==> config.mk <==
export PLATFORM = sky130hd
export DESIGN_NAME = fb_scanout
export DESIGN_NICKNAME = d
export VERILOG_FILES = /design/src/rtl/chip8_pkg.sv /design/src/rtl/fb_byte_serializer.sv /design/src/rtl/fb_scanout.sv
export SDC_FILE = /design/constraint.sdc
export NUM_CORES = 1
export LEC_CHECK = 0
export ABC_AREA = 1
export CORE_ASPECT_RATIO = 1.4
export CORE_MARGIN = 2
export CORE_UTILIZATION = 30
export CTS_CLUSTER_DIAMETER = 30
export DETAILED_ROUTE_END_ITERATION = 6
export PLACE_DENSITY = 0.61
export REMOVE_ABC_BUFFERS = 1
export SYNTH_ARGS = -nofsm -noshare
export SYNTH_HDL_FRONTEND = slang
export SYNTH_SLANG_ARGS = --single-unit
==> constraint.sdc <==
create_clock -name clk -period 2 [get_ports clk]
set_clock_uncertainty 0.15 [all_clocks]
set_input_delay 0.2 -clock clk [delete_from_list [all_inputs] [get_ports clk]]
set_output_delay 0.2 -clock clk [all_outputs]
set_load 0.1 [all_outputs]
==> src/rtl/chip8_pkg.sv <==
// Shared CHIP-8 display constants and the scan-out state encoding.
// Framebuffer geometry is fixed at 64x32 monochrome, packed 8 pixels per byte.
package chip8_pkg;
    localparam int FB_ADDR_W = 12;
    localparam logic [FB_ADDR_W-1:0] FB_BASE = 12'h100;
    localparam int FB_WIDTH  = 64;
    localparam int FB_HEIGHT = 32;
    localparam int FB_BYTES  = 256;

    typedef enum logic [1:0] {
        ST_IDLE  = 2'd0,
        ST_REQ   = 2'd1,
        ST_WAIT  = 2'd2,
        ST_SHIFT = 2'd3
    } scan_state_t;
endpackage

==> src/rtl/fb_byte_serializer.sv <==
// 8-bit load/shift register that hands out one framebuffer byte MSB first,
// with a bit counter and a flag marking the eighth bit.
module fb_byte_serializer (
    input  logic       clk,
    input  logic       reset,
    input  logic       load,
    input  logic [7:0] load_data,
    input  logic       shift,
    output logic       msb,
    output logic [2:0] bit_cnt,
    output logic       last_bit
);
    logic [7:0] shreg_r;
    logic [2:0] cnt_r;

    // Shift register and bit counter; a load restarts the count at bit 0.
    always_ff @(posedge clk or posedge reset) begin
        if (reset) begin
            shreg_r <= 8'h00;
            cnt_r   <= 3'd0;
        end else if (load) begin
            shreg_r <= load_data;
            cnt_r   <= 3'd0;
        end else if (shift) begin
            shreg_r <= {shreg_r[6:0], 1'b0};
            cnt_r   <= cnt_r + 3'd1;
        end else begin
            shreg_r <= shreg_r;
            cnt_r   <= cnt_r;
        end
    end

    assign msb      = shreg_r[7];
    assign bit_cnt  = cnt_r;
    assign last_bit = (cnt_r == 3'd7);
endmodule

==> src/rtl/fb_scanout.sv <==
// Reads the CHIP-8 framebuffer one byte at a time from shared RAM and streams
// it out as 2048 pixels with x/y coordinates over a valid/ready handshake.
module fb_scanout #(
    parameter logic [chip8_pkg::FB_ADDR_W-1:0] FB_BASE = chip8_pkg::FB_BASE
) (
    input  logic                             clk,
    input  logic                             reset,
    input  logic                             start,
    output logic                             busy,
    output logic                             frame_done,
    output logic                             mem_read_enable,
    input  logic                             mem_grant,
    output logic [chip8_pkg::FB_ADDR_W-1:0]  mem_read_address,
    input  logic [7:0]                       mem_read_data,
    output logic                             pixel_valid,
    input  logic                             pixel_ready,
    output logic                             pixel,
    output logic [5:0]                       pixel_x,
    output logic [4:0]                       pixel_y
);
    import chip8_pkg::*;

    scan_state_t state_r;
    scan_state_t state_nxt_s;
    logic [7:0]  byte_idx_r;
    logic        load_s;
    logic        shift_s;
    logic        byte_clr_s;
    logic        byte_inc_s;
    logic        frame_done_s;
    logic        ser_msb_s;
    logic [2:0]  bit_cnt_s;
    logic        last_bit_s;
    logic        last_byte_s;

    assign last_byte_s = (byte_idx_r == 8'(FB_BYTES - 1));

    fb_byte_serializer u_ser (
        .clk       (clk),
        .reset     (reset),
        .load      (load_s),
        .load_data (mem_read_data),
        .shift     (shift_s),
        .msb       (ser_msb_s),
        .bit_cnt   (bit_cnt_s),
        .last_bit  (last_bit_s)
    );

    // Scan state register.
    always_ff @(posedge clk or posedge reset) begin
        if (reset) begin
            state_r <= ST_IDLE;
        end else begin
            state_r <= state_nxt_s;
        end
    end

    // Byte index; the last byte's increment wraps it back to 0 for the next frame.
    always_ff @(posedge clk or posedge reset) begin
        if (reset) begin
            byte_idx_r <= 8'd0;
        end else if (byte_clr_s) begin
            byte_idx_r <= 8'd0;
        end else if (byte_inc_s) begin
            byte_idx_r <= byte_idx_r + 8'd1;
        end else begin
            byte_idx_r <= byte_idx_r;
        end
    end

    // Next-state and control strobes.
    always_comb begin
        state_nxt_s  = state_r;
        load_s       = 1'b0;
        shift_s      = 1'b0;
        byte_clr_s   = 1'b0;
        byte_inc_s   = 1'b0;
        frame_done_s = 1'b0;
        case (state_r)
            ST_IDLE: begin
                if (start) begin
                    byte_clr_s  = 1'b1;
                    state_nxt_s = ST_REQ;
                end else begin
                    state_nxt_s = ST_IDLE;
                end
            end
            ST_REQ: begin
                if (mem_grant) begin
                    state_nxt_s = ST_WAIT;
                end else begin
                    state_nxt_s = ST_REQ;
                end
            end
            ST_WAIT: begin
                load_s      = 1'b1;
                state_nxt_s = ST_SHIFT;
            end
            ST_SHIFT: begin
                if (pixel_ready) begin
                    shift_s = 1'b1;
                    if (last_bit_s) begin
                        byte_inc_s = 1'b1;
                        if (last_byte_s) begin
                            frame_done_s = 1'b1;
                            state_nxt_s  = ST_IDLE;
                        end else begin
                            state_nxt_s  = ST_REQ;
                        end
                    end else begin
                        state_nxt_s = ST_SHIFT;
                    end
                end else begin
                    state_nxt_s = ST_SHIFT;
                end
            end
            default: begin
                state_nxt_s = ST_IDLE;
            end
        endcase
    end

    // Coordinates follow directly from byte index and bit position.
    assign busy             = (state_r != ST_IDLE);
    assign frame_done       = frame_done_s;
    assign mem_read_enable  = (state_r == ST_REQ);
    assign mem_read_address = FB_BASE + {4'h0, byte_idx_r};
    assign pixel_valid      = (state_r == ST_SHIFT);
    assign pixel            = pixel_valid & ser_msb_s;
    assign pixel_x          = {byte_idx_r[2:0], bit_cnt_s};
    assign pixel_y          = byte_idx_r[7:3];
endmodule

==> results.sh <==
export IMPL_crit_required_ps=1650
export IMPL_synth_cell_types=23
export IMPL_first_pass_iters=4
export IMPL_path_common_cell="nand2_2"
export IMPL_path_cells="ha_2 -> ha_1 -> nand2_2 -> nor2_4 -> nand2_2 -> nor2_2 -> nand2_1 -> inv_2 -> buf_12"
export IMPL_start_kind="register"
export IMPL_grt_pass1_wl_um=4160
export IMPL_status="completed"
export IMPL_fin_nets=194
export IMPL_slew_viol_final=0
export IMPL_cts_hold_buf=0
export IMPL_hp_class="input port to asynchronous set/reset pin"
export IMPL_avgRoutedWirePerCell_um=11.1
export IMPL_synth_area_um2=1180
export IMPL_gp_congestion=0.786
export IMPL_yosysMostFrequentCell="nand2_1"
export IMPL_ant_nets=0
export IMPL_critPathMaxStageDelay_ps=370
export IMPL_drv_cap=0
export IMPL_h_tree_depth=1
export IMPL_rsz0062_at_grt="true"
export IMPL_crit_fanout=2
export IMPL_synth_ff_type="dfrtp_1"
export IMPL_clockBufferDepth=2
export IMPL_yosys_area_top_type="dfrtp_1"
export IMPL_worst_ep_arrival_time_ps=1600
export IMPL_hpwl_um=1870
export IMPL_io_pins=41
export IMPL_drive_gt1_share_pct=26.6
export IMPL_yosysTopAreaCellShare_pct=44.7
export IMPL_coreArea_um2=3710
export IMPL_grt_max_degree=22
export IMPL_finalSetupViolations=0
export IMPL_die_h_um=78.1
export IMPL_yosys_top_cells_count="nand2_1 (37), dfrtp_1 (21), inv_1 (15), nor2_1 (15), buf_4 (12)"
export IMPL_initial_utilization_pct=31.7
export IMPL_grt_overflow_total=0
export IMPL_synth_seq_cells=21
export IMPL_synthCells=142
export IMPL_grt_pass1_vias=996
export IMPL_die_x_um=56.9
export IMPL_finalCritPeriodShare_pct=97.5
export IMPL_rows=26
export IMPL_irDropWorstVdd_v=0.000861
export IMPL_ys_warn_count=0
export IMPL_clockRootBuffer="clkbuf_8"
export IMPL_r2r_start="u_ser.bit_cnt[1]$_DFFE_PP0P_"
export IMPL_critPathKind="register to output port"
export IMPL_avgSynthCellArea_um2=8.28
export IMPL_cts_made_buffers=3
export IMPL_fin_crit_ps=1950
export IMPL_crit_slowest_cell="dfrtp_1"
export IMPL_synth_edf_count=0
export IMPL_cts_tree="done"
export IMPL_antenna_found_initial=0
export IMPL_reg2reg_depth=8
export IMPL_drt_total_wl_um=2420
export IMPL_cp_end_kind="output port"
export IMPL_hold_viol_final=0
export IMPL_area_growth_pct=37.4
export IMPL_n_fill_cell=378
export IMPL_insertion_delay_ps=260
export IMPL_vias=1032
export IMPL_remaining_drc_errors=0
export IMPL_power_density_nw_per_um2=1470
export IMPL_fmax_ghz=0.513
export IMPL_power_uw=2370
export IMPL_crit_start="u_ser.bit_cnt[1]$_DFFE_PP0P_"
export IMPL_fin_hold_ws_ps=122
export IMPL_die_area_um2=4440
export IMPL_grt_util_all_layers_pct=11.6
export IMPL_synth_area_top_cells="dfrtp_1 (45%), nand2_1 (12%), buf_4 (7.7%)"
export IMPL_via_per_inst=4.71
export IMPL_yosysSeqAreaShare_pct=44.7
export IMPL_clk_pin_slew_ps=70
export IMPL_clock_sinks=21
export IMPL_r2r_slack_ps=410
export IMPL_placement_io_buffers=36
export IMPL_ys_async_sr_fraction_pct=100
export IMPL_fin_tns_setup_ps=0
export IMPL_p_leak_uw=0.000817
export IMPL_num_antenna_cells=0
export IMPL_drtIter0Drc=14
sequential cells by signal, summed over array words and instances, names as in the netlist:
signal,cells
u_ser.shreg_r,8
state_r,2
byte_idx_r,8
u_ser.bit_cnt,3
metal layers:
metal | vias up | track usage (%) | routed length, µm
met3 | 4 | 2.64 | 149
met2 | 28 | 22.1 | 1300
met5 | - | 0 | 0
li1 | 502 | - | -
met4 | 0 | 4.88 | 42
met1 | 498 | 11.7 | 928
placed cells by master, fill, tap and decap left out, drive strengths merged:
master,netlist,final
a21oi,6,6
a22o,3,3
a22oi,2,2
buf,14,31
clkbuf,0,4
clkdlybuf4s50,0,12
conb,2,4
dfrtp,21,21
ha,3,3
inv,15,15
nand2,39,39
nand3,11,11
nand4,1,1
nor2,20,20
o21ai,4,4
o31ai,1,1
repair_timing:
item,CTS,global route
gates cloned,0,0
setup buffers,3,1
gates resized for setup,0,4
setup endpoints to repair,1,1
pin swaps,0,0
worst paths after layout:
kind / to
worst max-delay path: frame_done
worst min-delay path: u_ser.shreg_r[2]$_DFFE_PP0P_
worst max register to register: byte_idx_r[4]$_DFFE_PP0P_
worst min register to register: u_ser.shreg_r[2]$_DFFE_PP0P_
max in group asynchronous: byte_idx_r[3]$_DFFE_PP0P_
min in group clk: u_ser.shreg_r[2]$_DFFE_PP0P_
logic make-up (layout without fill, tap and decap cells):
kind of cell	Yosys count	in the layout	share of synthesized area (%)
flip-flops	21	21	44.7
adder cells (fa/ha/maj)	3	3	3.19
other	2	4	0.639
buffers and inverters	29	62	14.4
AO/OA/AOI/OAI	16	16	8.72
AND/OR/NAND/NOR	71	71	28.4
worst max-delay path, delay by kind of cell (launching register included):
| kind | cells | cell delay (ps) |
|---|---|---|
| flops | 1 | 370 |
| fa+ha+maj | 2 | 310 |
| buf+inv | 2 | 250 |
| simple gates | 5 | 410 |
through the flow:
step	utilization, %	setup slack [ps]	cell area [µm²]	cells
floorplan	-	-1460	1070	130
global route	43.6	-24.6	1620	219
finish	43.6	49.6	1620	219
global placement	41.4	253	1530	211
CTS	43.2	18.7	1600	218
detailed placement	41.4	230	1530	211
area by class of cell:
type	count	area (µm²)	share of cell area, %
Sequential cell	21	526	32.5
Multi-Input combinational cell	94	497	30.7
Timing Repair Buffer	43	440	27.2
Inverter	15	56.3	3.48
Tap cell	42	52.6	3.25
Clock buffer	4	45.0	2.79
where the power goes:
part / switching, µW / internal, µW / leakage (µW)
Sequential: 85.2 / 542 / 0.000269
Clock: 138 / 142 / 0.0000228
Combinational: 1040 / 428 / 0.000526
Note: power is estimated with default switching activity, not from simulation.
